--- config.mk ---
export PLATFORM = sky130hd
export DESIGN_NAME = urv_divide_param
export DESIGN_NICKNAME = d
export VERILOG_FILES = /design/src/rtl/urv_divide_param.sv
export SDC_FILE = /design/constraint.sdc
export NUM_CORES = 1
export LEC_CHECK = 0
export BUFFER_PORTS_ARGS = -buffer_cell sky130_fd_sc_hd__buf_4
export CORE_MARGIN = 1
export CORE_UTILIZATION = 45
export DETAILED_ROUTE_END_ITERATION = 12
export SLEW_MARGIN = 20
export SYNTH_ARGS = -nofsm -noshare
export SYNTH_HDL_FRONTEND = slang
export SYNTH_SLANG_ARGS = --single-unit
--- constraint.sdc ---
create_clock -name clk_i -period 5.53 [get_ports clk_i]
set_input_delay 1.106 -clock clk_i [delete_from_list [all_inputs] [get_ports clk_i]]
set_output_delay 1.106 -clock clk_i [all_outputs]
set_load 0.01 [all_outputs]
--- src/rtl/urv_divide_param.sv ---
// Iterative restoring divider for RISC-V DIV/DIVU/REM/REMU with a configurable
// number of quotient bits resolved per cycle and a stallable, killable result.
module urv_divide_param #(
  parameter int WIDTH = 32,
  parameter int STEPS = 1
) (
  input  logic             clk_i,
  input  logic             rst_n_i,
  input  logic             d_valid_i,
  output logic             d_ready_o,
  input  logic [2:0]       d_fun_i,
  input  logic [WIDTH-1:0] d_rs1_i,
  input  logic [WIDTH-1:0] d_rs2_i,
  input  logic             x_kill_i,
  input  logic             x_stall_i,
  output logic             x_valid_o,
  output logic [WIDTH-1:0] x_rd_o
);

  localparam int N  = WIDTH / STEPS;
  localparam int CW = (N > 1) ? $clog2(N) : 1;
  localparam logic [WIDTH-1:0] MOST_NEG = {1'b1, {(WIDTH-1){1'b0}}};

  typedef enum logic [2:0] {S_IDLE, S_PREP, S_ITER, S_FIXUP, S_DONE} state_e;

  state_e           state_q, state_d;
  logic             x_valid_q, x_valid_d;
  logic [WIDTH-1:0] x_rd_q, x_rd_d;

  logic [2:0]       fun_q, fun_d;
  logic [WIDTH-1:0] quo_q, quo_d;
  logic [WIDTH-1:0] dsr_q, dsr_d;
  logic [WIDTH:0]   rem_q, rem_d;
  logic             neg_quo_q, neg_quo_d;
  logic             neg_rem_q, neg_rem_d;
  logic [CW-1:0]    cnt_q, cnt_d;

  logic             accept, is_signed, is_rem;
  logic [WIDTH:0]   st_rem, st_diff;
  logic [WIDTH-1:0] st_quo;

  assign d_ready_o = (state_q == S_IDLE);
  assign x_valid_o = x_valid_q;
  assign x_rd_o    = x_rd_q;

  // NOTE: every variable written here gets a default first, so no latch is inferred.
  always_comb begin
    state_d   = state_q;
    x_valid_d = x_valid_q;
    x_rd_d    = x_rd_q;
    fun_d     = fun_q;
    quo_d     = quo_q;
    dsr_d     = dsr_q;
    rem_d     = rem_q;
    neg_quo_d = neg_quo_q;
    neg_rem_d = neg_rem_q;
    cnt_d     = cnt_q;

    accept    = d_valid_i && (state_q == S_IDLE) && !x_kill_i;
    is_signed = fun_q[2] & ~fun_q[0];
    is_rem    = fun_q[2] & fun_q[1];

    // Partial remainder is one bit wider than the operands so the borrow of
    // each trial subtraction is never lost; quo_q shifts dividend bits out
    // of its top while quotient bits enter at the bottom.
    st_rem = rem_q;
    st_quo = quo_q;
    for (int i = 0; i < STEPS; i++) begin
      st_diff = {st_rem[WIDTH-1:0], st_quo[WIDTH-1]} - {1'b0, dsr_q};
      if (!st_diff[WIDTH]) st_rem = st_diff;
      else                 st_rem = {st_rem[WIDTH-1:0], st_quo[WIDTH-1]};
      st_quo = {st_quo[WIDTH-2:0], ~st_diff[WIDTH]};
    end

    unique case (state_q)
      S_IDLE: begin
        x_valid_d = 1'b0;
        if (accept) begin
          fun_d   = d_fun_i;
          quo_d   = d_rs1_i;
          dsr_d   = d_rs2_i;
          state_d = S_PREP;
        end
      end
      S_PREP: begin
        neg_quo_d = is_signed & (quo_q[WIDTH-1] ^ dsr_q[WIDTH-1]);
        neg_rem_d = is_signed & quo_q[WIDTH-1];
        quo_d     = (is_signed && quo_q[WIDTH-1]) ? -quo_q : quo_q;
        dsr_d     = (is_signed && dsr_q[WIDTH-1]) ? -dsr_q : dsr_q;
        rem_d     = '0;
        cnt_d     = CW'(N - 1);
        if (dsr_q == '0) begin
          x_rd_d    = is_rem ? quo_q : '1;
          x_valid_d = 1'b1;
          state_d   = S_DONE;
        end else if (is_signed && quo_q == MOST_NEG && dsr_q == '1) begin
          x_rd_d    = is_rem ? '0 : quo_q;
          x_valid_d = 1'b1;
          state_d   = S_DONE;
        end else begin
          state_d = S_ITER;
        end
      end
      S_ITER: begin
        rem_d = st_rem;
        quo_d = st_quo;
        cnt_d = cnt_q - 1'b1;
        if (cnt_q == '0) state_d = S_FIXUP;
      end
      S_FIXUP: begin
        if (is_rem) x_rd_d = neg_rem_q ? -rem_q[WIDTH-1:0] : rem_q[WIDTH-1:0];
        else        x_rd_d = neg_quo_q ? -quo_q : quo_q;
        x_valid_d = 1'b1;
        state_d   = S_DONE;
      end
      S_DONE: begin
        if (!x_stall_i) begin
          x_valid_d = 1'b0;
          state_d   = S_IDLE;
        end
      end
      default: begin
        x_valid_d = 1'b0;
        state_d   = S_IDLE;
      end
    endcase

    if (x_kill_i && state_q != S_IDLE) begin
      x_valid_d = 1'b0;
      state_d   = S_IDLE;
    end
  end

  // NOTE: sequential state uses non-blocking assignments so all flops update together.
  always_ff @(posedge clk_i or negedge rst_n_i) begin
    if (!rst_n_i) begin
      state_q   <= S_IDLE;
      x_valid_q <= 1'b0;
      x_rd_q    <= '0;
    end else begin
      state_q   <= state_d;
      x_valid_q <= x_valid_d;
      x_rd_q    <= x_rd_d;
    end
  end

  // NOTE: datapath registers are always written before being read, so they carry no reset.
  always_ff @(posedge clk_i) begin
    fun_q     <= fun_d;
    quo_q     <= quo_d;
    dsr_q     <= dsr_d;
    rem_q     <= rem_d;
    neg_quo_q <= neg_quo_d;
    neg_rem_q <= neg_rem_d;
    cnt_q     <= cnt_d;
  end

endmodule

==> flow_summary.ini <==
[floorplanning]
die-area_mm2 = 0.0245
core_area_mm2 = 0.0234
initial_core_util_pct = 45.9
die_x_um = 156
die_y_um = 156
ioPinCount = 106
row_count = 56

[cts]
clock-sinks = 142
post_cts_resized = 0
clockBufferDepth = 2
cts_htree_levels = 4
cts_tree = built
hold_buffers = 0
clock_latency_ns = 0.44
cts_buffers = 17
clk_pin_slew_ns = 0.06
cts_setup_buffers = 0
cts_root_buffer = clkbuf_16

[sta]
tightest_slew_ns = 0.988
clock_skew_ns = 0.0123
rsz0062_at_grt = no
slew_headroom_pct = 33.5
hold_viol = 0
fin_crit_ns = 4.89
timing.fmax_mhz = 204
period_share_pct = 88.5
tns_ns = 0
report.final.slew_viol_count = 0
setup_viol = 0

[synth]
yosysWarnings = 0
muxShareOfSynthArea_pct = 2.70
yosys.area_share.simple_pct = 19.4
syn_nets = 1371
synth-seq-cells = 142
avgSynthCellArea_um2 = 8.52
async_reset_ff_share_pct = 25.4
synthFlopType = edfxtp_1
synth_edf_count = 106
ys_types = 65
synth_fa_ha_area_share_pct = 4.50
postSynthCellCount = 1261
synth-compound-area-share_pct = 20.1
synth_xor_area_share_pct = 10.6
synth_top_family_by_area = compound AO/OA/AOI/OAI gates
syn_area_mm2 = 0.0107
synth_seq_area_share_pct = 38.0

[power_and_ir_drop]
p_total_mw = 6.63
sw_frac_of_total_pct = 42.0
p_switching_mw = 2.78
clkPwrFrac_pct = 19.5
leakagePower_nw = 4.97
ir_drop_mv = 0.253
power_frac_seq_pct = 33.0
power_density_mw_per_mm2 = 534
intPower_mw = 3.85
combinationalPowerShare_pct = 47.5

[setup_path]
worstSetupPathType = reg2reg
crit_buf_inv = 0
crit_fanout = 23
crit_path_end_kind = register
max_stage_delay_ns = 1.00
critPathMostFrequentCell = nand2_1
path_cells = nor4_2 -> nand4_1 -> nor4_1 -> a32o_1 -> nand2_1 -> nand2_1 -> o22ai_1 -> a21oi_1
startpoint_type = register
critPathTopFamily = simple AND/OR/NAND/NOR gates
crit_slowest_cell = nor4_1
cp_data_required_time_ns = 5.89
cp.arrival_ns = 5.25

[global_routing]
met1_usage_pct = 35.7
overflow = 0
grt_pass1_vias = 8857
grt_max_degree = 93
met3_usage_pct = 4.98
top_usage_layer = met2
grtUsageMet2_pct = 39.5
antenna_found_initial = 1
grt_pass1_wl_um = 47700
grt_use_total_pct = 25.4

[cells_and_area]
regArea_mm2 = 0.00408
num-nets-final = 1434
drive_gt1_share_pct = 12.8
multiInputGateArea_mm2 = 0.00617
fillers = 2269
area_growth_pct = 15.6

[outcome]
run_status = complete, no violations

[placement]
place_hpwl_um = 22100
gp_congestion = 0.872
io_buffers = 105

[drt]
wl_per_cell_um = 18.1
ant_nets = 0
num_vias = 9453
first_pass_iters = 5
drc = 0
vias_per_cell = 5.70
wl_um = 30000
drt-initial-drc-count = 756

[flow_run]
cap_violations = 0

[hold_path]
min_path_type = reg2reg
-- kinds of logic after synthesis --
logic type	after synthesis
adder cells (fa/ha/maj)	38
flip-flops	142
buffers and inverters	126
XOR/XNOR	130
AO/OA/AOI/OAI	352
multiplexers	29
AND/OR/NAND/NOR	444
-- area by class of cell --
cell class,instances,share of cell area [%]
multi-input cells,993,49.7
flip-flops and latches,142,32.9
repair buffers,119,7.36
clock buffers,19,3.57
well taps,319,3.21
clock inverters,13,1.72
inverters,51,1.54
diodes,1,0.0202
-- cell usage in the layout, fill, tap and decap left out, types with 5 or more instances in the layout --
cell type  instances
ha_1              37
nor2_1           116
buf_4            118
nand4_1           14
o211ai_1           8
or2_2              8
a22oi_1           30
a21oi_1           85
o21a_1             9
or4_1              7
nand2b_1          19
nand3_1           30
nor3_1            37
dfrtp_1           36
clkbuf_16         17
mux2i_1           29
a31oi_1           14
nor4_1            14
o41ai_1            5
inv_1             51
clkinv_4           5
o221ai_1           8
nand2_1          146
or3_1             11
o31ai_1           13
o21ai_0          119
a21o_1            12
a211oi_1          13
bufinv_16          5
o22ai_1            7
edfxtp_1         106
xor2_1            40
and3_1            14
xnor2_1           90
and2_1             6
-- power by group through the flow --
| stage | registers (mW) | clock network [mW] | logic, mW |
|---|---|---|---|
| floorplan | 1.99 | 0 | 2.37 |
| global placement | 2.19 | 0 | 3.09 |
| detailed placement | 2.19 | 0 | 3.13 |
| CTS | 2.18 | 1.31 | 3.16 |
| global route | 2.24 | 1.35 | 3.52 |
| finish | 2.19 | 1.29 | 3.15 |
-- worst register-to-register path: stages, from the launching register on --
cell and delay [ns]:
edfxtp_1 0.51, nor4_2 0.65, nand4_1 0.61, nor4_1 1.01
a32o_1 0.42, nand2_1 0.48, nand2_1 0.82, o22ai_1 0.17
a21oi_1 0.15
-- cells in the mapped netlist, drive strengths merged, types with 3 or more instances --
library cell | instances | share of area (%)
a211oi | 13 | 0.91
a21o | 12 | 0.84
a21oi | 86 | 4.0
a22oi | 30 | 2.1
a31o | 3 | 0.24
a31oi | 14 | 0.82
and2 | 6 | 0.35
and3 | 14 | 0.82
buf | 15 | 0.79
clkbuf | 60 | 2.1
dfrtp | 36 | 8.4
edfxtp | 106 | 30
ha | 37 | 4.3
inv | 51 | 1.8
mux2i | 29 | 2.7
nand2 | 146 | 5.1
nand2b | 19 | 1.1
nand3 | 30 | 1.4
nand3b | 4 | 0.28
nand4 | 14 | 0.82
nor2 | 120 | 4.2
nor2b | 4 | 0.23
nor3 | 38 | 1.8
nor4 | 15 | 0.93
o211ai | 8 | 0.56
o21a | 9 | 0.63
o21ai | 121 | 5.6
o21bai | 4 | 0.28
o221ai | 8 | 0.65
o22ai | 7 | 0.41
o31ai | 13 | 0.91
o41ai | 5 | 0.41
or2 | 9 | 0.52
or3 | 13 | 0.85
or4 | 9 | 0.70
xnor2 | 90 | 7.3
xor2 | 40 | 3.3
-- layer usage --
layer	vias up	wire length [um]
met5	-	0
met4	0	520
met3	41	1860
met2	326	13400
met1	4392	14200
li1	4694	-
-- path summary, 6_finish.rpt --
kind | from | to | slack (ns) | cells after the start
worst max-delay path | quo_q[4] | x_rd_o[10] | 0.64 | 8
worst min-delay path | x_valid_o | x_valid_o | 0.49 | 2
worst max register to register | quo_q[4] | x_rd_o[10] | 0.64 | 8
worst min register to register | x_valid_o | x_valid_o | 0.49 | 2
max in group asynchronous | rst_n_i | x_valid_o | 4.53 | 1
min in group asynchronous | rst_n_i | x_rd_o[3] | 0.63 | 1
-- stage by stage --
stage	cells	instance area (um2)	hold WS, ns	setup WS (ns)	util [%]
2_1_floorplan	1261	10700	0.510	2.00	-
3_3_place_gp	1623	11700	0.474	0.787	50.1
3_5_place_dp	1624	11800	0.479	0.779	50.2
4_1_cts	1656	12400	0.493	0.758	53.0
5_1_grt	1656	12400	0.523	0.358	53.0
6_report	1657	12400	0.486	0.639	53.1
-- sequential cells by signal, summed over array words and instances (netlist names), 3 cells and up --
| name | count |
|---|---|
| rem_q | 32 |
| dsr_q | 32 |
| state_q | 3 |
| x_rd_o | 32 |
| fun_q | 3 |
| quo_q | 32 |
| cnt_q | 5 |
Power figures use the tool's default switching activity.
